--- src/rtl/lsu_pkg.sv ---
// Shared types and constants for the load/store sequencer.
// Holds FSM states, access sizes, byte-enable patterns and an alignment helper.
package lsu_pkg;

    typedef enum logic [1:0] {
        IDLE,
        REQ,
        DONE,
        ERR
    } lsu_state_e;

    typedef enum logic [1:0] {
        BYTE,
        HALF,
        WORD
    } lsu_size_e;

    localparam logic [3:0] BE_BYTE = 4'b0001;
    localparam logic [3:0] BE_HALF = 4'b0011;
    localparam logic [3:0] BE_WORD = 4'b1111;

    function automatic logic is_misaligned(lsu_size_e sz, logic [1:0] off);
        logic bad;
        bad = 1'b0;
        case (sz)
            HALF:    bad = off[0];
            WORD:    bad = |off;
            default: bad = 1'b0;
        endcase
        return bad;
    endfunction

endpackage

--- src/rtl/lsu_sequencer_if.sv ---
// Handshaked data-memory bus between the sequencer and memory.
// master: sequencer drives req/we/addr/be/wdata; slave: memory drives rdata/ack.
interface lsu_sequencer_if #(
    parameter int Width = 32
);

    logic             mem_req;
    logic             mem_we;
    logic [Width-1:0] mem_addr;
    logic [3:0]       mem_be;
    logic [Width-1:0] mem_wdata;
    logic [Width-1:0] mem_rdata;
    logic             mem_ack;

    modport master (
        output mem_req, mem_we, mem_addr, mem_be, mem_wdata,
        input  mem_rdata, mem_ack
    );

    modport slave (
        input  mem_req, mem_we, mem_addr, mem_be, mem_wdata,
        output mem_rdata, mem_ack
    );

endinterface

--- src/rtl/lsu_lane_align.sv ---
// Combinational lane logic: byte enables, replicated store data, load extension.
// In: size, is_signed, off, wdata, rdata. Out: be, st_data, ld_data.
module lsu_lane_align
    import lsu_pkg::*;
#(
    parameter int Width = 32
) (
    input  lsu_size_e        size,
    input  logic             is_signed,
    input  logic [1:0]       off,
    input  logic [Width-1:0] wdata,
    input  logic [Width-1:0] rdata,
    output logic [3:0]       be,
    output logic [Width-1:0] st_data,
    output logic [Width-1:0] ld_data
);

    logic [7:0]  b_lane;
    logic [15:0] h_lane;

    always_comb begin
        b_lane  = rdata[{off, 3'b000} +: 8];
        h_lane  = rdata[{off[1], 4'b0000} +: 16];
        be      = BE_WORD;
        st_data = wdata;
        ld_data = rdata;
        case (size)
            BYTE: begin
                be      = BE_BYTE << off;
                st_data = {4{wdata[7:0]}};
                ld_data = {{24{is_signed & b_lane[7]}}, b_lane};
            end
            HALF: begin
                be      = BE_HALF << {off[1], 1'b0};
                st_data = {2{wdata[15:0]}};
                ld_data = {{16{is_signed & h_lane[15]}}, h_lane};
            end
            default: ;
        endcase
    end

endmodule

--- src/rtl/lsu_sequencer.sv ---
// Multi-cycle load/store sequencer: one aligned word request per access, stalls pipe.
// Ports: clk, rst, lsu_valid, st_en, LB/LH/LBU/LHU/SB/SH, addr, wdata, mem bus, stall, ld_data, done, misalign, timeout.
module lsu_sequencer
    import lsu_pkg::*;
#(
    parameter int Width   = 32,
    parameter int TIMEOUT = 15
) (
    input  logic             clk,
    input  logic             rst,
    input  logic             lsu_valid,
    input  logic             st_en,
    input  logic             LB,
    input  logic             LH,
    input  logic             LBU,
    input  logic             LHU,
    input  logic             SB,
    input  logic             SH,
    input  logic [Width-1:0] addr,
    input  logic [Width-1:0] wdata,
    lsu_sequencer_if.master  mem,
    output logic             stall,
    output logic [Width-1:0] ld_data,
    output logic             done,
    output logic             misalign,
    output logic             timeout
);

    localparam int CW = (TIMEOUT > 1) ? $clog2(TIMEOUT) : 1;

    lsu_state_e state;
    lsu_size_e  d_size, r_size, a_size;
    logic       d_signed, r_signed, a_signed;
    logic [1:0] r_off, a_off;
    logic [CW-1:0] cnt;

    logic [3:0]       a_be;
    logic [Width-1:0] a_st, a_ld;

    // Load flags are ignored on stores and store flags on loads.
    always_comb begin
        d_size   = WORD;
        d_signed = 1'b0;
        if (st_en) begin
            if (SB)      d_size = BYTE;
            else if (SH) d_size = HALF;
        end else if (LB) begin
            d_size   = BYTE;
            d_signed = 1'b1;
        end else if (LH) begin
            d_size   = HALF;
            d_signed = 1'b1;
        end else if (LBU) begin
            d_size = BYTE;
        end else if (LHU) begin
            d_size = HALF;
        end
    end

    // One lane unit: fed by the live instruction in IDLE, by the captured one later.
    always_comb begin
        a_size   = (state == IDLE) ? d_size : r_size;
        a_signed = (state == IDLE) ? d_signed : r_signed;
        a_off    = (state == IDLE) ? addr[1:0] : r_off;
    end

    lsu_lane_align #(.Width(Width)) u_align (
        .size      (a_size),
        .is_signed (a_signed),
        .off       (a_off),
        .wdata     (wdata),
        .rdata     (mem.mem_rdata),
        .be        (a_be),
        .st_data   (a_st),
        .ld_data   (a_ld)
    );

    assign stall = !rst && ((state == REQ) || (state == IDLE && lsu_valid));

    always_ff @(posedge clk or posedge rst) begin
        if (rst) begin
            state         <= IDLE;
            r_size        <= WORD;
            r_signed      <= 1'b0;
            r_off         <= 2'b00;
            cnt           <= '0;
            mem.mem_req   <= 1'b0;
            mem.mem_we    <= 1'b0;
            mem.mem_addr  <= '0;
            mem.mem_be    <= 4'b0000;
            mem.mem_wdata <= '0;
            ld_data       <= '0;
            done          <= 1'b0;
            misalign      <= 1'b0;
            timeout       <= 1'b0;
        end else begin
            done     <= 1'b0;
            misalign <= 1'b0;
            timeout  <= 1'b0;
            case (state)
                IDLE: begin
                    if (lsu_valid) begin
                        if (is_misaligned(d_size, addr[1:0])) begin
                            state    <= ERR;
                            misalign <= 1'b1;
                        end else begin
                            state         <= REQ;
                            mem.mem_req   <= 1'b1;
                            mem.mem_we    <= st_en;
                            mem.mem_addr  <= {addr[Width-1:2], 2'b00};
                            mem.mem_be    <= a_be;
                            mem.mem_wdata <= a_st;
                            r_size        <= d_size;
                            r_signed      <= d_signed;
                            r_off         <= addr[1:0];
                            cnt           <= '0;
                        end
                    end
                end
                REQ: begin
                    if (mem.mem_ack) begin
                        state       <= DONE;
                        mem.mem_req <= 1'b0;
                        done        <= 1'b1;
                        if (!mem.mem_we) ld_data <= a_ld;
                    end else if (TIMEOUT != 0 && cnt == CW'(TIMEOUT - 1)) begin
                        state       <= ERR;
                        mem.mem_req <= 1'b0;
                        timeout     <= 1'b1;
                    end else begin
                        cnt <= cnt + 1'b1;
                    end
                end
                DONE:    state <= IDLE;
                ERR:     state <= IDLE;
                default: state <= IDLE;
            endcase
        end
    end

endmodule

--- src/flat_wrapper.sv ---
// flat-port wrapper written by rule: the top's interface ports become plain ports
module lsu_sequencer_flat import lsu_pkg::*;
#(
    parameter int Width   = 32,
    parameter int TIMEOUT = 15
)
  (clk, rst, lsu_valid, st_en, LB, LH, LBU, LHU, SB, SH, addr, wdata, stall, ld_data, done, misalign, timeout, mem_mem_req, mem_mem_we, mem_mem_addr, mem_mem_be, mem_mem_wdata, mem_mem_rdata, mem_mem_ack);
  lsu_sequencer_if #(.Width(Width)) mem_i ();
  input  logic clk;
  input  logic rst;
  input  logic lsu_valid;
  input  logic st_en;
  input  logic LB;
  input  logic LH;
  input  logic LBU;
  input  logic LHU;
  input  logic SB;
  input  logic SH;
  input  logic [Width-1:0] addr;
  input  logic [Width-1:0] wdata;
  output logic stall;
  output logic [Width-1:0] ld_data;
  output logic done;
  output logic misalign;
  output logic timeout;
  output wire logic [$bits(mem_i.mem_req)-1:0] mem_mem_req;
  output wire logic [$bits(mem_i.mem_we)-1:0] mem_mem_we;
  output wire logic [$bits(mem_i.mem_addr)-1:0] mem_mem_addr;
  output wire logic [$bits(mem_i.mem_be)-1:0] mem_mem_be;
  output wire logic [$bits(mem_i.mem_wdata)-1:0] mem_mem_wdata;
  input wire logic [$bits(mem_i.mem_rdata)-1:0] mem_mem_rdata;
  input wire logic [$bits(mem_i.mem_ack)-1:0] mem_mem_ack;
  assign mem_mem_req = mem_i.mem_req;
  assign mem_mem_we = mem_i.mem_we;
  assign mem_mem_addr = mem_i.mem_addr;
  assign mem_mem_be = mem_i.mem_be;
  assign mem_mem_wdata = mem_i.mem_wdata;
  assign mem_i.mem_rdata = mem_mem_rdata;
  assign mem_i.mem_ack = mem_mem_ack;
  lsu_sequencer #(.Width(Width), .TIMEOUT(TIMEOUT)) u_core (.clk(clk), .rst(rst), .lsu_valid(lsu_valid), .st_en(st_en), .LB(LB), .LH(LH), .LBU(LBU), .LHU(LHU), .SB(SB), .SH(SH), .addr(addr), .wdata(wdata), .mem(mem_i), .stall(stall), .ld_data(ld_data), .done(done), .misalign(misalign), .timeout(timeout));
endmodule
--- config.mk ---
export PLATFORM = sky130hd
export DESIGN_NAME = lsu_sequencer_flat
export DESIGN_NICKNAME = d
export VERILOG_FILES = /design/src/rtl/lsu_pkg.sv /design/src/rtl/lsu_sequencer_if.sv /design/src/rtl/lsu_lane_align.sv /design/src/rtl/lsu_sequencer.sv /design/src/flat_wrapper.sv
export SDC_FILE = /design/constraint.sdc
export NUM_CORES = 1
export LEC_CHECK = 0
export ABC_CLOCK_PERIOD_IN_PS = 4200
export CELL_PAD_IN_SITES_DETAIL_PLACEMENT = 1
export CELL_PAD_IN_SITES_GLOBAL_PLACEMENT = 1
export CORE_MARGIN = 4
export CORE_UTILIZATION = 32
export DETAILED_ROUTE_END_ITERATION = 16
export PLACE_DENSITY = 0.89
export REMOVE_ABC_BUFFERS = 1
export SYNTH_ARGS = -nofsm -noshare
export SYNTH_HDL_FRONTEND = slang
export SYNTH_SLANG_ARGS = --single-unit
--- constraint.sdc ---
create_clock -name clk -period 4.2 [get_ports clk]
set_input_delay 0.63 -clock clk [delete_from_list [all_inputs] [get_ports clk]]
set_output_delay 0.63 -clock clk [all_outputs]
set_load 0.05 [all_outputs]
Yosys cells after proc, flatten, opt, wreduce, memory -nomap -nowiden. Index checks and enable logic that the tools add are counted. Widths: inputs -> output; s select.

Word-level logic and storage cells: 91. Bits in registers: 114. Output and inout bits: 106. Input port bits: 107.

Equal/unequal tests: 12. Reduce and logical (&&, ||, !) cells: 14. Bitwise logic cells: 4. Shifts and indexed selects: 4. Add/sub/neg operators: 1. Multiplexer cells: 42.

Operators by type and width (number): $pmux 32 s2 (2); $shiftx 32x6->16 (1); $shiftx 32x6->8 (1); $mux 2 (13); $mux 1 (18); $mux 4 (4); $pmux 4 s2 (2); $ne 2x2->1 const B (4); $eq 2x1->1 const B (3); $eq 2x2->1 const B (3); $pmux 2 s3 (1); $reduce_and 3->1 (2); $reduce_and 5->1 (1); $add 4x1->4 const B (1); $eq 4x4->1 const B (1); $logic_not 2->1 (2); $pmux 1 s2 (2); $reduce_and 4->1 (1); $reduce_or 2->1 (2); $shl 1x2->4 const A (1); $shl 2x2->4 const A (1); $ne 3x3->1 const B (1); $and 1x1->1 (2); $logic_and 1x1->1 (2); other kinds (5) (6).

Depth between registers and ports, before layout. Gate-level depths: netlist of run 1.

Word-level depth: 12. Mapped depth: 14. Depth with buffers taken out: 11.

By module. From an unflattened synthesis of run 1, not the netlist that was laid out.

Cell total of the unflattened synthesis: 461. Area total of the unflattened synthesis: 5825.6 µm².

Modules (own cells, without submodules): lsu_sequencer (cells an instance 304, instances 1, area an instance 4722.0 µm²); lsu_lane_align (cells an instance 157, instances 1, area an instance 1103.6 µm²).

Worst setup path before layout of run 1. Ideal clock, no wire load.

Path type: input to register. Start: in LHU. End: reg u_core.mem.mem_addr[10]. Arrival: 2.559 ns. Path buffers: 3. Slack: 1.574 ns. Library setup time: 0.066 ns. Stages on the path: 14. Path through: nor2b_1 o21ai_0 and2_1 inv_1 ha_1 o21ai_0 a21oi_1 nor2b_1 and2_1 clkbuf_1 clkbuf_1 clkbuf_1 nand2_1 nand2_1.

Cells in the longest elaborated chain, start to end: 11.

RTL lines: start: declaration (line flat_wrapper.sv:16) `input logic LHU;`; $mux 2 (*) (line lsu_sequencer.sv:55) `end else if (LHU) begin`; $mux 2 (*) (line lsu_sequencer.sv:53) `end else if (LBU) begin`; $mux 2 (*) (line lsu_sequencer.sv:50) `end else if (LH) begin`; $mux 2 (*) (line lsu_sequencer.sv:47) `end else if (LB) begin`; $mux 2 (*) (line lsu_sequencer.sv:44) `if (st_en) begin`; net u_core.d_size[0] (line lsu_sequencer.sv:32) `lsu_size_e d_size, r_size, a_size;`; $eq 2x2->1 / $eq 2x1->1 (equally long branches) (line lsu_pkg.sv:25) `case (sz)`; $pmux 1 s2 (*) (line lsu_pkg.sv:25); $mux 1 (*) (line lsu_sequencer.sv:102) `if (lsu_valid) begin`; $mux 1 (*) (line lsu_sequencer.sv:100) `case (state)`; $not 1->1 (no line) (*); $reduce_and 3->1 (no line) (*); end signal: assignment (line lsu_sequencer.sv:110) `mem.mem_addr <= {addr[Width-1:2], 2'b00};`; end: declaration (line lsu_sequencer_if.sv:16) `output mem_req, mem_we, mem_addr, mem_be, mem_wdata,`.

The timed path passes the listed nets; every way through them passes the cells marked *. The select of a mux whose other input is x is not followed. A chain may end at the register's enable or synchronous reset.

Final worst setup path of run 1.
Start: in st_en. End: reg u_core.mem.mem_wdata[9].

Cells in the longest elaborated chain, start to end: 7.

RTL lines: start: declaration (line flat_wrapper.sv:12) `input logic st_en;`; $mux 2 (*) (line lsu_sequencer.sv:44); net u_core.d_size[1] (line lsu_sequencer.sv:32); $eq 2x2->1 / $eq 2x1->1 (equally long branches) (line lsu_pkg.sv:25); $pmux 1 s2 (line lsu_pkg.sv:25); $mux 1 (line lsu_sequencer.sv:102); $mux 1 (line lsu_sequencer.sv:100); $not 1->1 (no line); $reduce_and 3->1 (no line); end signal: assignment (line lsu_sequencer.sv:112) `mem.mem_wdata <= a_st;`; end: declaration (line lsu_sequencer_if.sv:16).

Marked as above.

==> metrics.md, run 1 <==
| Metric | Value |
|---|---|
| Post-CTS clock slew at the launch and capture registers of the worst setup and hold paths | `approximately 0.060 ns` |
| Kind of path behind the tightest hold check | `reg2reg` |
| Global-route wire length before repair | `roughly 31 mm` |
| CP max stage cell | `clkdlybuf4s50_1` |
| Average detailed-routed wire length per instance | `approximately 20 µm` |
| Worst-case setup margin in the final layout | `0.964 ns` |
| Max transition margin | `between 30% and 40%` |
| Final WL | `roughly 20 mm` |
| Worst-margin pin slew | `0.900 ns` |
| Die span in y | `around 140 µm` |
| Gp weighted congestion | `about 0.80` |
| DIE AREA | `~19000 µm²` |
| Sinks on the clock net | `between 100 and 150` |
| Initial antenna violation count | `0` |
| Port Buffer Count | `210` |
| Commonest register cell after synthesis | `dfrtp_1` |
| # Max-Cap Violations | `0` |
| Total power density per cell area | `between 900 and 1000 nW/µm²` |
| Endpoint type of the worst setup path | `flip-flop` |
| Worst setup timing slack at the placement stage | `between 0.5 and 0.6 ns` |
| Synth top area cells | `dfrtp_1 (53%), nand2_1 (14%), o21ai_0 (4.6%)` |
| Final critical-path share of the clock period | `approximately 77%` |
| Final number of max-transition violations | `0` |
| # nets final | `between 900 and 1000` |
| Post-synth cell types | `between 50 and 60` |
| Overflow left after global routing | `0` |
| Number of flops mapped to enable cells by yosys | `0` |
| Std cell rows | `47` |
| Worst-path fanout max | `33` |
| Hold Vio Cnt, Final | `0` |
| Final sum of negative setup slack | `0 ns` |
| Time the final worst path needs with I/O delays and setup | `roughly 3.2 ns` |
| Number of buffers added for setup after CTS | `0` |
| Number of DRC violations after detailed routing | `0` |
| HPWL after DPL | `roughly 14 mm` |
| Filler cell count | `1859` |
| Detailed router's first-iteration violation count | `between 200 and 300` |
| Fraction of synthesized cell area taken by the top area cell type | `52.5%` |
| Total GRT Usage | `a little over a fifth` |
| Mean instance size in the synthesized netlist | `approximately 9 µm²` |
| Worst supply voltage drop on vdd | `around 410 µV` |
| Area leader, netlist | `dfrtp_1` |
| Vias in the first global route | `around 5600` |
| Final number of setup-violating endpoints | `0` |
| Cell at the root of the clock tree | `clkbuf_16` |
| Initial cell density of the core | `about 33%` |
| Number of inserted diodes | `0` |
| DIE WIDTH | `~140 µm` |
| Number of top-level pins | `~210` |
| Worst path buffer plus inverter count | `3` |
| Setup repair after global routing missed its margin | `no` |
| Post-route core utilization | `50.5%` |
| Detailed-router iteration count before antenna repair | `4` |
| Depth of the CTS H-tree | `4` |
| Cell count after synthesis | `599` |
| Cell breakdown of the critical path | `clkdlybuf4s50_1 -> nor3b_1 -> a21o_1 -> inv_1 -> ha_1 -> o21ai_0 -> a21oi_1 -> nor2b_1 -> nand2_2 -> buf_4 -> nand2_1 -> o21ai_0` |
| Fmax | `between 0.3 and 0.4 GHz` |
| Area delta synth->final | `55.0%` |
| Number of buffers on the longest clock path | `2` |
| Maximum number of pins on one net before global-route repair | `between 60 and 70` |
| Static leakage | `3.88 nW` |
| Routed via count | `around 5300` |
| Async set-or-reset flop fraction in the synthesized netlist | `100%` |
| Yosys reg bits | `between 100 and 150` |
| Largest stage delay on the critical path | `0.59 ns` |
| Clock buffer count from CTS | `17` |
| Post-route total power | `roughly 0.008 W` |
| Arrival time of the worst setup path | `3.51 ns` |
| Max Clock Skew | `~0.013 ns` |
| Share of synthesized area occupied by flip-flops and latches | `53.0%` |
| Crit path max-delay family | `buffers and inverters` |
| Status | `completed` |
| Critical path type | `in2reg` |
| Required time of the critical path | `roughly 4.5 ns` |
| Clk Latency, worst-skew pair | `0.42 ns` |
| Cell with the most instances on the worst path | `o21ai_0` |
| Count of instances resized after the clock tree is built | `0` |
| CTS Hold Buffers Added | `0` |
| Kind of launch point of the worst setup path | `input pin` |
| Netlist area before placement | `about 5400 µm²` |
| CORE AREA | `between 15000 and 20000 µm²` |
| Fraction of final layout cells with drive strength greater than 1 | `between 7 and 8%` |
| Via density per instance | `5.10` |
| Residual antenna-violating net count after detailed routing | `0` |
| TritonCTS clock tree | `yes` |
| Warnings, synthesis | `0` |
worst register-to-register path, stage by stage, from the launching register on:
cell	delay (ns)
dfrtp_1	0.54
nor2_4	0.45
mux2i_2	0.27
buf_4	0.28
mux2_4	0.36
a211oi_4	0.70
a211o_1	0.21
path summary, 6_finish.rpt:
path / from / slack [ns] / to / cells after the start
worst max register to register: u_core.state[0] / 1.34 / u_core.ld_data[26] / 6
worst max-delay path: st_en / 0.96 / u_core.mem.mem_wdata[9] / 12
worst min register to register: u_core.mem.mem_be[1] / 0.48 / u_core.mem.mem_be[1] / 2
max in group asynchronous: rst / 2.61 / u_core.mem.mem_wdata[17] / 3
min in group asynchronous: rst / 0.79 / u_core.done / 2
worst min-delay path: u_core.mem.mem_be[1] / 0.48 / u_core.mem.mem_be[1] / 2
state kept, by name, indices dropped and copies added (netlist names), 2 cells and up:
signal                cells
u_core.ld_data           32
u_core.mem.mem_wdata     32
u_core.mem.mem_addr      30
u_core.cnt                4
u_core.mem.mem_be         4
u_core.r_off              2
u_core.r_size             2
u_core.state              2
cells in the final DEF (no fill, tap or decap), drive strengths merged, types with 3 or more instances in the layout:
cell type / count
clkdlybuf4s50: 210
nand2: 199
dfrtp: 113
o21ai: 52
nor2: 29
and3: 26
a21oi: 18
clkbuf: 17
mux2i: 17
a211o: 16
inv: 15
nor3: 12
a31oi: 9
buf: 9
a221oi: 8
nand3: 6
mux2: 5
a22o: 4
ha: 4
bufinv: 4
o31a: 3
a221o: 3
clkinv: 3
metrics by stage:
stage / instances / instance area [µm²] / hold WS (ns)
final: 1031 / 8340 / 0.478
after global placement: 999 / 7700 / 0.457
after CTS: 1031 / 8340 / 0.481
after floorplan: 560 / 5210 / 0.449
after global routing: 1031 / 8340 / 0.493
after detailed placement: 999 / 7700 / 0.466
kinds of logic (layout without fill, tap and decap cells):
kind of cell               count (synthesis)  after routing  synth area share [%]
AOI/OAI and AO/OA                        126            126                  15.4
adders and majority gates                  4              4                 0.930
buffers and inverters                     48            259                  3.86
DFF                                      114            114                  53.0
muxes                                     22             22                  4.42
other                                      1              2                0.0697
and+or+nand+nor                          284            284                  22.4
layout make-up:
class / instances / area, µm² / share of cell area, %
well taps: 220 / 275 / 3.30
inverters: 8 / 32.5 / 0.390
multi-input cells: 438 / 2340 / 28.1
clock buffers: 17 / 425 / 5.10
repair buffers: 219 / 2190 / 26.3
flip-flops and latches: 114 / 2850 / 34.2
clock inverters: 15 / 218 / 2.61
layer usage:
metal,share of wire [%],vias up,GRT usage [%]
met5,0,-,0
met4,2.8,0,8.78
met3,5.2,36,4.57
met2,50,172,36.6
met1,42,2615,26.9
li1,-,2439,-
cells in the mapped netlist (2+ instances only):
cell type  count
a211o_1       16
a21oi_1       18
a221o_1        3
a221oi_1       8
a22o_1         4
a31oi_1        9
and2_1         2
and3_1        26
buf_2          4
buf_4          4
clkbuf_1      30
dfrtp_1      113
ha_1           4
inv_1          8
mux2_2         4
mux2i_1       15
mux2i_2        2
nand2_1      198
nand3_1        6
nand4_1        2
nor2_1        28
nor2b_1        2
nor3_1        11
o21ai_0       50
o21ai_1        2
o22a_1         2
o31a_1         3
o31ai_1        2
power by group:
part / internal [W] / switching (W)
clock: 0.00101 / 0.000578
sequential: 0.00160 / 0.000357
combinational: 0.00145 / 0.00298
Note: power is estimated with default switching activity, not from simulation.
==> run 2, diff against run 1 <==
--- a/config.mk
+++ b/config.mk
@@ -5,13 +5,13 @@
 export SDC_FILE = /design/constraint.sdc
 export NUM_CORES = 1
 export LEC_CHECK = 0
-export ABC_CLOCK_PERIOD_IN_PS = 4200
+export ABC_CLOCK_PERIOD_IN_PS = 2800
 export CELL_PAD_IN_SITES_DETAIL_PLACEMENT = 1
 export CELL_PAD_IN_SITES_GLOBAL_PLACEMENT = 1
 export CORE_MARGIN = 4
-export CORE_UTILIZATION = 32
+export CORE_UTILIZATION = 29
 export DETAILED_ROUTE_END_ITERATION = 16
-export PLACE_DENSITY = 0.89
+export PLACE_DENSITY = 0.85
 export REMOVE_ABC_BUFFERS = 1
 export SYNTH_ARGS = -nofsm -noshare
 export SYNTH_HDL_FRONTEND = slang
==> constraint.sdc (replaced) <==
create_clock -name clk -period 2.8 [get_ports clk]
set_input_delay 0.42 -clock clk [delete_from_list [all_inputs] [get_ports clk]]
set_output_delay 0.42 -clock clk [all_outputs]
set_load 0.05 [all_outputs]
==> metrics.md, run 2 (synthesis results as in run 1) <==
| Metric | Value |
|---|---|
| Number of cells traversed by the worst register-to-register path | `6 (unchanged)` |
| Residual antenna-violating net count after detailed routing | `0 (unchanged)` |
| Commonest non-fill, non-tap cell in the layout | `clkdlybuf4s50_1` |
| Number of buffers on the longest clock path | `2 (unchanged)` |
| Most frequent cells in the layout | `clkdlybuf4s50_1 (210), nand2_1 (197), dfrtp_1 (113)` |
| Top flop regs | `u_core.ld_data (32), u_core.mem.mem_wdata (32), u_core.mem.mem_addr (30)` |
| Tightest hold margin | `0.471 ns (-0.00714 ns)` |
| Arrival time of the worst setup path | `2.94 ns (-0.57 ns)` |
| DIE AREA | `20800 µm² (+9.7%)` |
| Initial cell density of the core | `29.8% (-2.8 points)` |
| Maximum number of pins on one net before global-route repair | `115 (+72%)` |
| Post-route total power | `0.0119 W (+49%)` |
| Cell breakdown of the critical path | `nor2_4 -> mux2i_2 -> mux2i_1 -> mux2_4 -> a211oi_4 -> a211o_1` |
| Area delta synth->final | `56.9%` |
| TritonCTS clock tree | `yes` |
| Worst path buffer plus inverter count | `0 (-3)` |
| Setup repair after global routing missed its margin | `no` |
| Clk Latency, worst-skew pair | `0.41 ns (about the same)` |
| Clock buffer count from CTS | `17 (unchanged)` |
| Post-CTS clock slew at the launch and capture registers of the worst setup and hold paths | `0.06 ns (about the same)` |
| HPWL after DPL | `14.5 mm (+1.8%)` |
| # Max-Cap Violations | `0 (unchanged)` |
| Detailed-router iteration count before antenna repair | `4 (unchanged)` |
| Detailed router's first-iteration violation count | `242 (-4.7%)` |
| Final number of setup-violating endpoints | `0 (unchanged)` |
| DIE WIDTH | `144 µm (+4.8%)` |
| Count of instances resized after the clock tree is built | `0 (unchanged)` |
| Max Clock Skew | `0.00813 ns (-0.00534 ns)` |
| Worst supply voltage drop on vdd | `449 µV (+9.0%)` |
| Hold Vio Cnt, Final | `0 (unchanged)` |
| Port Buffer Count | `210 (unchanged)` |
| Via density per instance | `4.99 (-2.3%)` |
| Sequential cell area in the final layout | `2850 µm² (unchanged)` |
| Crit path max-delay family | `compound AO/OA/AOI/OAI gates` |
| Launch point of the worst reg-to-reg path | `u_core.state[1]` |
| Number of top-level pins | `213 (unchanged)` |
| Time the final worst path needs with I/O delays and setup | `approximately 2.6 ns` |
| Filler cell count | `2081 (+12%)` |
| Kind of path behind the tightest hold check | `reg2reg` |
| Gp weighted congestion | `0.795 (-0.62%)` |
| Worst-case hold path end point | `u_core.mem.mem_addr[17]` |
| # nets final | `926 (+1.9%)` |
| Routed via count | `5271 (+0.17%)` |
| Worst hold path stage count | `2 (unchanged)` |
| Global-route wire length before repair | `31.6 mm (+0.37%)` |
| Kind of launch point of the worst setup path | `flip-flop` |
| Number of buffers added for setup after CTS | `0 (unchanged)` |
| Total GRT Usage | `19.5% (-2.1 points)` |
| Largest stage delay on the critical path | `0.74 ns (+0.15 ns)` |
| Vias in the first global route | `5667 (+0.73%)` |
| Critical register-to-register path endpoint | `u_core.ld_data[20]` |
| Worst reg-to-reg setup slack | `0.21 ns (-1.13 ns)` |
| Initial antenna violation count | `0 (unchanged)` |
| Area of all placed cells without fillers | `8450 µm² (+1.2%)` |
| Static leakage | `3.94 nW (+1.7%)` |
| Status | `completed` |
| Critical path type | `reg2reg` |
| Worst-margin pin slew | `0.834 ns (-0.0656 ns)` |
| Worst-path fanout max | `16 (-52%)` |
| Max transition margin | `44.2% (+4.6 points)` |
| CP max stage cell | `a211oi_4` |
| Required time of the critical path | `3.14 ns (-1.33 ns)` |
| Final number of max-transition violations | `0 (unchanged)` |
| Number of DRC violations after detailed routing | `0 (unchanged)` |
| Die span in y | `144 µm (+4.8%)` |
| Sinks on the clock net | `114 (unchanged)` |
| Fraction of final layout cells with drive strength greater than 1 | `9.06% (+1.7 points)` |
| Endpoint type of the worst setup path | `flip-flop` |
| CORE AREA | `18100 µm² (+9.4%)` |
| DP Area | `7870 µm² (+2.1%)` |
| Origin of the worst min-delay path | `u_core.mem.mem_addr[17]` |
| Overflow left after global routing | `0 (unchanged)` |
| CTS Hold Buffers Added | `0 (unchanged)` |
| Std cell rows | `49 (+4.3%)` |
| Final WL | `20.3 mm (-0.74%)` |
| Total power density per cell area | `1410 nW/µm² (+47%)` |
| Number of inserted diodes | `0 (unchanged)` |
| Fmax | `between 0.3 and 0.4 GHz` |
| Multi-input combinational cell area | `2340 µm² (unchanged)` |
| Average detailed-routed wire length per instance | `19.2 µm (-3.2%)` |
| Final critical-path share of the clock period | `between 90% and 100%` |
| Depth of the CTS H-tree | `4 (unchanged)` |
| Cell at the root of the clock tree | `clkbuf_16` |
-- run 2: changes by cell type in the layout (fill, tap and decap cells not counted) --
| cell | change |
|---|---|
| clkinv_2 | +5 |
| clkinvlp_4 | +2 |
| clkinv_4 | -3 |
| buf_12 | +2 |
| inv_8 | -1 |
| buf_4 | +15 |
| clkbuf_8 | +3 |
| inv_6 | -6 |
| bufinv_16 | -2 |
| clkbuf_1 | +2 |
-- run 2: per-layer routing --
layer | global-route usage, % | vias up | wire length, µm
met5 | 0 | - | 0
met4 | 8.69 | 0 | 778
met3 | 4.03 | 48 | 1090
met2 | 33.2 | 172 | 10200
met1 | 24.0 | 2576 | 8260
li1 | - | 2475 | -
-- run 2: how the worst max path moves through the flow --
stage	cells after the start	endpoint	startpoint
floorplan	1	u_core.cnt[0]	rst
global placement	13	u_core.mem.mem_addr[8]	LHU
detailed placement	13	u_core.mem.mem_wdata[30]	st_en
CTS	6	u_core.ld_data[23]	u_core.state[1]
global route	13	u_core.mem.mem_wdata[31]	st_en
finish	6	u_core.ld_data[20]	u_core.state[1]
-- run 2: cell type report --
cell class	count	area share, %
Clock inverter	10	1.27
Clock buffer	22	5.61
Timing Repair Buffer	236	27.8
Multi-Input combinational cell	438	27.8
Tap cell	229	3.39
Inverter	8	0.385
Sequential cell	114	33.8
-- run 2: worst reg2reg max path: cells and delay by family (launching register included) --
family	cells	cell delay (ns)
flops	1	0.52
simple gates	1	0.24
compound gates	2	0.95
mux	3	0.82
-- run 2: report_power, final --
group | internal (W) | switching [W] | leakage (nW)
Clock | 0.00137 | 0.000777 | 0.282
Sequential | 0.00241 | 0.000486 | 1.41
Combinational | 0.00232 | 0.00451 | 2.25
-- run 2: through the flow --
stage	worst slack, ns	util (%)	setup TNS (ns)	instances
2_1_floorplan	-0.634	-	-79.45	560
3_3_place_gp	0.0665	43.5	0	1025
3_5_place_dp	-0.171	43.5	-3.55	1025
4_1_cts	0.213	46.7	0	1057
5_1_grt	0.0207	46.7	0	1057
6_report	0.208	46.7	0	1057
==> run 3, diff against run 2 <==
--- a/config.mk
+++ b/config.mk
@@ -5,14 +5,16 @@
 export SDC_FILE = /design/constraint.sdc
 export NUM_CORES = 1
 export LEC_CHECK = 0
+export ABC_AREA = 1
 export ABC_CLOCK_PERIOD_IN_PS = 2800
 export CELL_PAD_IN_SITES_DETAIL_PLACEMENT = 1
 export CELL_PAD_IN_SITES_GLOBAL_PLACEMENT = 1
 export CORE_MARGIN = 4
 export CORE_UTILIZATION = 29
 export DETAILED_ROUTE_END_ITERATION = 16
-export PLACE_DENSITY = 0.85
+export PLACE_DENSITY = 0.86
 export REMOVE_ABC_BUFFERS = 1
 export SYNTH_ARGS = -nofsm -noshare
 export SYNTH_HDL_FRONTEND = slang
 export SYNTH_SLANG_ARGS = --single-unit
+export TNS_END_PERCENT = 1
==> metrics.md, run 3 <==
| Metric | Value |
|---|---|
| Filler cell count | `2432 (+17%)` |
| DIE AREA | `22800 µm² (+9.4%)` |
| Combinational group share of total power | `60.1% (+2.6 points)` |
| Detailed-router iteration count before antenna repair | `4 (unchanged)` |
| Yosys reg bits | `114 (unchanged)` |
| Final WL | `21.6 mm (+6.2%)` |
| Die span in y | `151 µm (+4.6%)` |
| Worst reg-to-reg setup slack | `0.61 ns (+0.40 ns)` |
| Via density per instance | `4.58 (-8.1%)` |
| Sinks on the clock net | `114 (unchanged)` |
| Kind of path behind the tightest hold check | `in2async` |
| Largest stage delay on the critical path | `0.53 ns (-0.21 ns)` |
| DIE WIDTH | `151 µm (+4.6%)` |
| Fmax | `0.409 GHz (+6.0%)` |
| Cells after DPL | `1262 (+23%)` |
| Kind of launch point of the worst setup path | `input pin` |
| Arrival time of the worst setup path | `2.74 ns (-0.20 ns)` |
| Required time of the critical path | `3.09 ns (-0.05 ns)` |
| Number of inserted diodes | `0 (unchanged)` |
| Setup repair after global routing missed its margin | `no` |
| Tightest hold margin | `0.430 ns (-0.0412 ns)` |
| Number of DRC violations after detailed routing | `0 (unchanged)` |
| Cell count after synthesis | `798 (+33%)` |
| Net switching component of the power | `0.00663 W (+15%)` |
| HPWL after DPL | `16.4 mm (+13%)` |
| Critical register-to-register path endpoint | `u_core.ld_data[14]` |
| CP max stage cell | `clkdlybuf4s50_1` |
| Crit path max-delay family | `simple AND/OR/NAND/NOR gates` |
| Netlist area before placement | `5920 µm² (+10%)` |
| CORE AREA | `20200 µm² (+12%)` |
| Vias in the first global route | `6471 (+14%)` |
| Overflow left after global routing | `0 (unchanged)` |
| Most common cell in the synthesized netlist | `nand2_1` |
| Post-route core utilization | `44.8% (-1.9 points)` |
| Depth of the CTS H-tree | `4 (unchanged)` |
| Async set-or-reset flop fraction in the synthesized netlist | `100% (unchanged)` |
| TritonCTS clock tree | `yes` |
| CTS Hold Buffers Added | `0 (unchanged)` |
| Fraction of synthesized cell area taken by the top area cell type | `47.8% (-4.8 points)` |
| Maximum number of pins on one net before global-route repair | `60 (-48%)` |
| Warnings, synthesis | `0 (unchanged)` |
| Number of top-level pins | `213 (unchanged)` |
| Total power density per cell area | `1460 nW/µm² (+3.5%)` |
| # nets final | `1122 (+21%)` |
| Area delta synth->final | `52.5%` |
| Port Buffer Count | `210 (unchanged)` |
| Gp weighted congestion | `0.775 (-2.6%)` |
| Number of cells traversed by the worst register-to-register path | `11 (+5)` |
| Mean instance size in the synthesized netlist | `7.42 µm² (-17%)` |
| Endpoint type of the worst setup path | `flip-flop` |
| Critical path type | `in2reg` |
| Worst path buffer plus inverter count | `4 (+4)` |
| Sw Ratio | `50.5% (+1.8 points)` |
| Cell with the most instances on the worst path | `nor2_1` |
| Launch point of the worst reg-to-reg path | `u_core.state[1]` |
| Final number of setup-violating endpoints | `0 (unchanged)` |
| Synth top area cells | `dfrtp_1 (48%), nand2_1 (18%), inv_1 (6.8%)` |
| Worst-margin pin slew | `0.584 ns (-0.250 ns)` |
| Std cell rows | `52 (+6.1%)` |
| Cell breakdown of the critical path | `clkdlybuf4s50_1 -> inv_1 -> nor2_1 -> nand2_1 -> nand2_1 -> inv_1 -> ha_1 -> a21oi_1 -> nand2_1 -> nor2_1 -> inv_1 -> nand3_1 -> nor2_1 -> nor2_1 -> nor2_1` |
| Initial cell density of the core | `29.4% (-0.41 points)` |
| Residual antenna-violating net count after detailed routing | `0 (unchanged)` |
| Share of power burned in the clock network | `17.6% (-0.5 points)` |
| Status | `completed` |
| Cell at the root of the clock tree | `clkbuf_16` |
| Non-filler cells in the finished layout | `1294 (+22%)` |
| Routed via count | `5929 (+12%)` |
| Global-route wire length before repair | `33.6 mm (+6.5%)` |
| Final critical-path share of the clock period | `87.3% (-5.3 points)` |
| Commonest non-fill, non-tap cell in the layout | `nand2_1` |
| Number of buffers added for setup after CTS | `0 (unchanged)` |
| Max transition margin | `60.9% (+17 points)` |
| Fraction of final layout cells with drive strength greater than 1 | `10.3% (+1.2 points)` |
| # Max-Cap Violations | `0 (unchanged)` |
| Top flop regs | `u_core.ld_data (32), u_core.mem.mem_wdata (32), u_core.mem.mem_addr (30)` |
| Total GRT Usage | `18.8% (-0.73 points)` |
| Top cells by count, synth | `nand2_1 (279), dfrtp_1 (113), inv_1 (108)` |
| Share of synthesized area occupied by flip-flops and latches | `48.2% (-4.8 points)` |
| Internal Power | `0.00651 W (+6.8%)` |
| Time the final worst path needs with I/O delays and setup | `2.44 ns (-0.147 ns)` |
| Clock buffer count from CTS | `17 (unchanged)` |
| Initial antenna violation count | `0 (unchanged)` |
| Most frequent cells in the layout | `nand2_1 (278), clkdlybuf4s50_1 (209), dfrtp_1 (113)` |
| Detailed router's first-iteration violation count | `162 (-33%)` |
| Number of flops mapped to enable cells by yosys | `0 (unchanged)` |
| Post-CTS clock slew at the launch and capture registers of the worst setup and hold paths | `0.05 ns (about the same)` |
| Average detailed-routed wire length per instance | `16.7 µm (-13%)` |
| Max Clock Skew | `0.00610 ns (-0.00203 ns)` |
| Worst supply voltage drop on vdd | `650 µV (+45%)` |
| Hold Vio Cnt, Final | `0 (unchanged)` |
| Static leakage | `4.48 nW (+14%)` |
| Final number of max-transition violations | `0 (unchanged)` |
| Clk Latency, worst-skew pair | `0.40 ns (about the same)` |
| Commonest register cell after synthesis | `dfrtp_1` |
| Number of buffers on the longest clock path | `2 (unchanged)` |
| Share of total power in sequential cells | `22.3% (-2.1 points)` |
| Area leader, netlist | `dfrtp_1` |
| Count of instances resized after the clock tree is built | `0 (unchanged)` |
| Post-synth cell types | `32 (-37%)` |
| Worst-path fanout max | `7 (-9)` |
## run 3: cell types whose count changed after synthesis, sizes merged, moves of 23 or more
cell / change
inv: +105
nand2: +86
nand3: +45
or2: +33
and3: -25
nor2: +23
## run 3: layout make-up
type | instances | area [µm²] | share of cell area (%)
Tap cell | 270 | 338 | 3.74
Clock inverter | 13 | 184 | 2.04
Inverter | 113 | 427 | 4.73
Clock buffer | 19 | 443 | 4.91
Timing Repair Buffer | 229 | 2320 | 25.7
Sequential cell | 114 | 2850 | 31.6
Multi-Input combinational cell | 536 | 2460 | 27.3
## run 3: per-stage QoR
step	total power (W)	setup TNS, ns	worst slack [ns]	instance area (µm²)
6_report	0.0131	0	0.356	9030
4_1_cts	0.0133	0	0.356	9030
2_1_floorplan	0.00785	-80.95	-0.634	5740
3_5_place_dp	0.0109	-0.0805	-0.0533	8400
3_3_place_gp	0.0107	0	0.0757	8400
5_1_grt	0.0140	0	0.0613	9030
## run 3: how the worst max path moves through the flow
stage,cells after the start,slack [ns],from,to
after floorplan,1,-0.63,rst,u_core.cnt[0]
after global placement,16,0.08,st_en,u_core.cnt[3]
after detailed placement,15,-0.05,st_en,u_core.cnt[3]
after CTS,16,0.36,st_en,u_core.cnt[3]
after global routing,15,0.06,st_en,u_core.cnt[3]
final,15,0.36,st_en,u_core.cnt[3]
## run 3: routing by layer
layer,routed length (µm),GRT usage (%)
met1,8460,20.6
met2,10900,34.5
met3,1930,6.34
met4,334,5.26
met5,0,0
## run 3: power groups by stage
stage	sequential [W]	combinational, W	clock, W
after floorplan	0.00538	0.00247	0
after CTS	0.00295	0.00801	0.00236
after global placement	0.00292	0.00775	0
after detailed placement	0.00296	0.00797	0
after global routing	0.00303	0.00854	0.00244
final	0.00294	0.00789	0.00231
## run 3: logic make-up after synthesis
group	share of synthesized area, %
flip-flops	48.2
buffers and inverters	10.3
AO/OA/AOI/OAI	8.22
XOR/XNOR	0.148
adder cells (fa/ha/maj)	0.845
AND/OR/NAND/NOR	32.2
other	0.0633
## run 3: worst register-to-register path, cell delays in order, from the launching register on
cell and delay, ns:
dfrtp_1 0.44, inv_2 0.11, nand2_4 0.09, nand2_1 0.07, nand2_1 0.17, inv_1 0.27
nand3_1 0.13, nand2_1 0.15, nand3_4 0.26, nand2_2 0.23, nor2_1 0.06, nor2_1 0.11
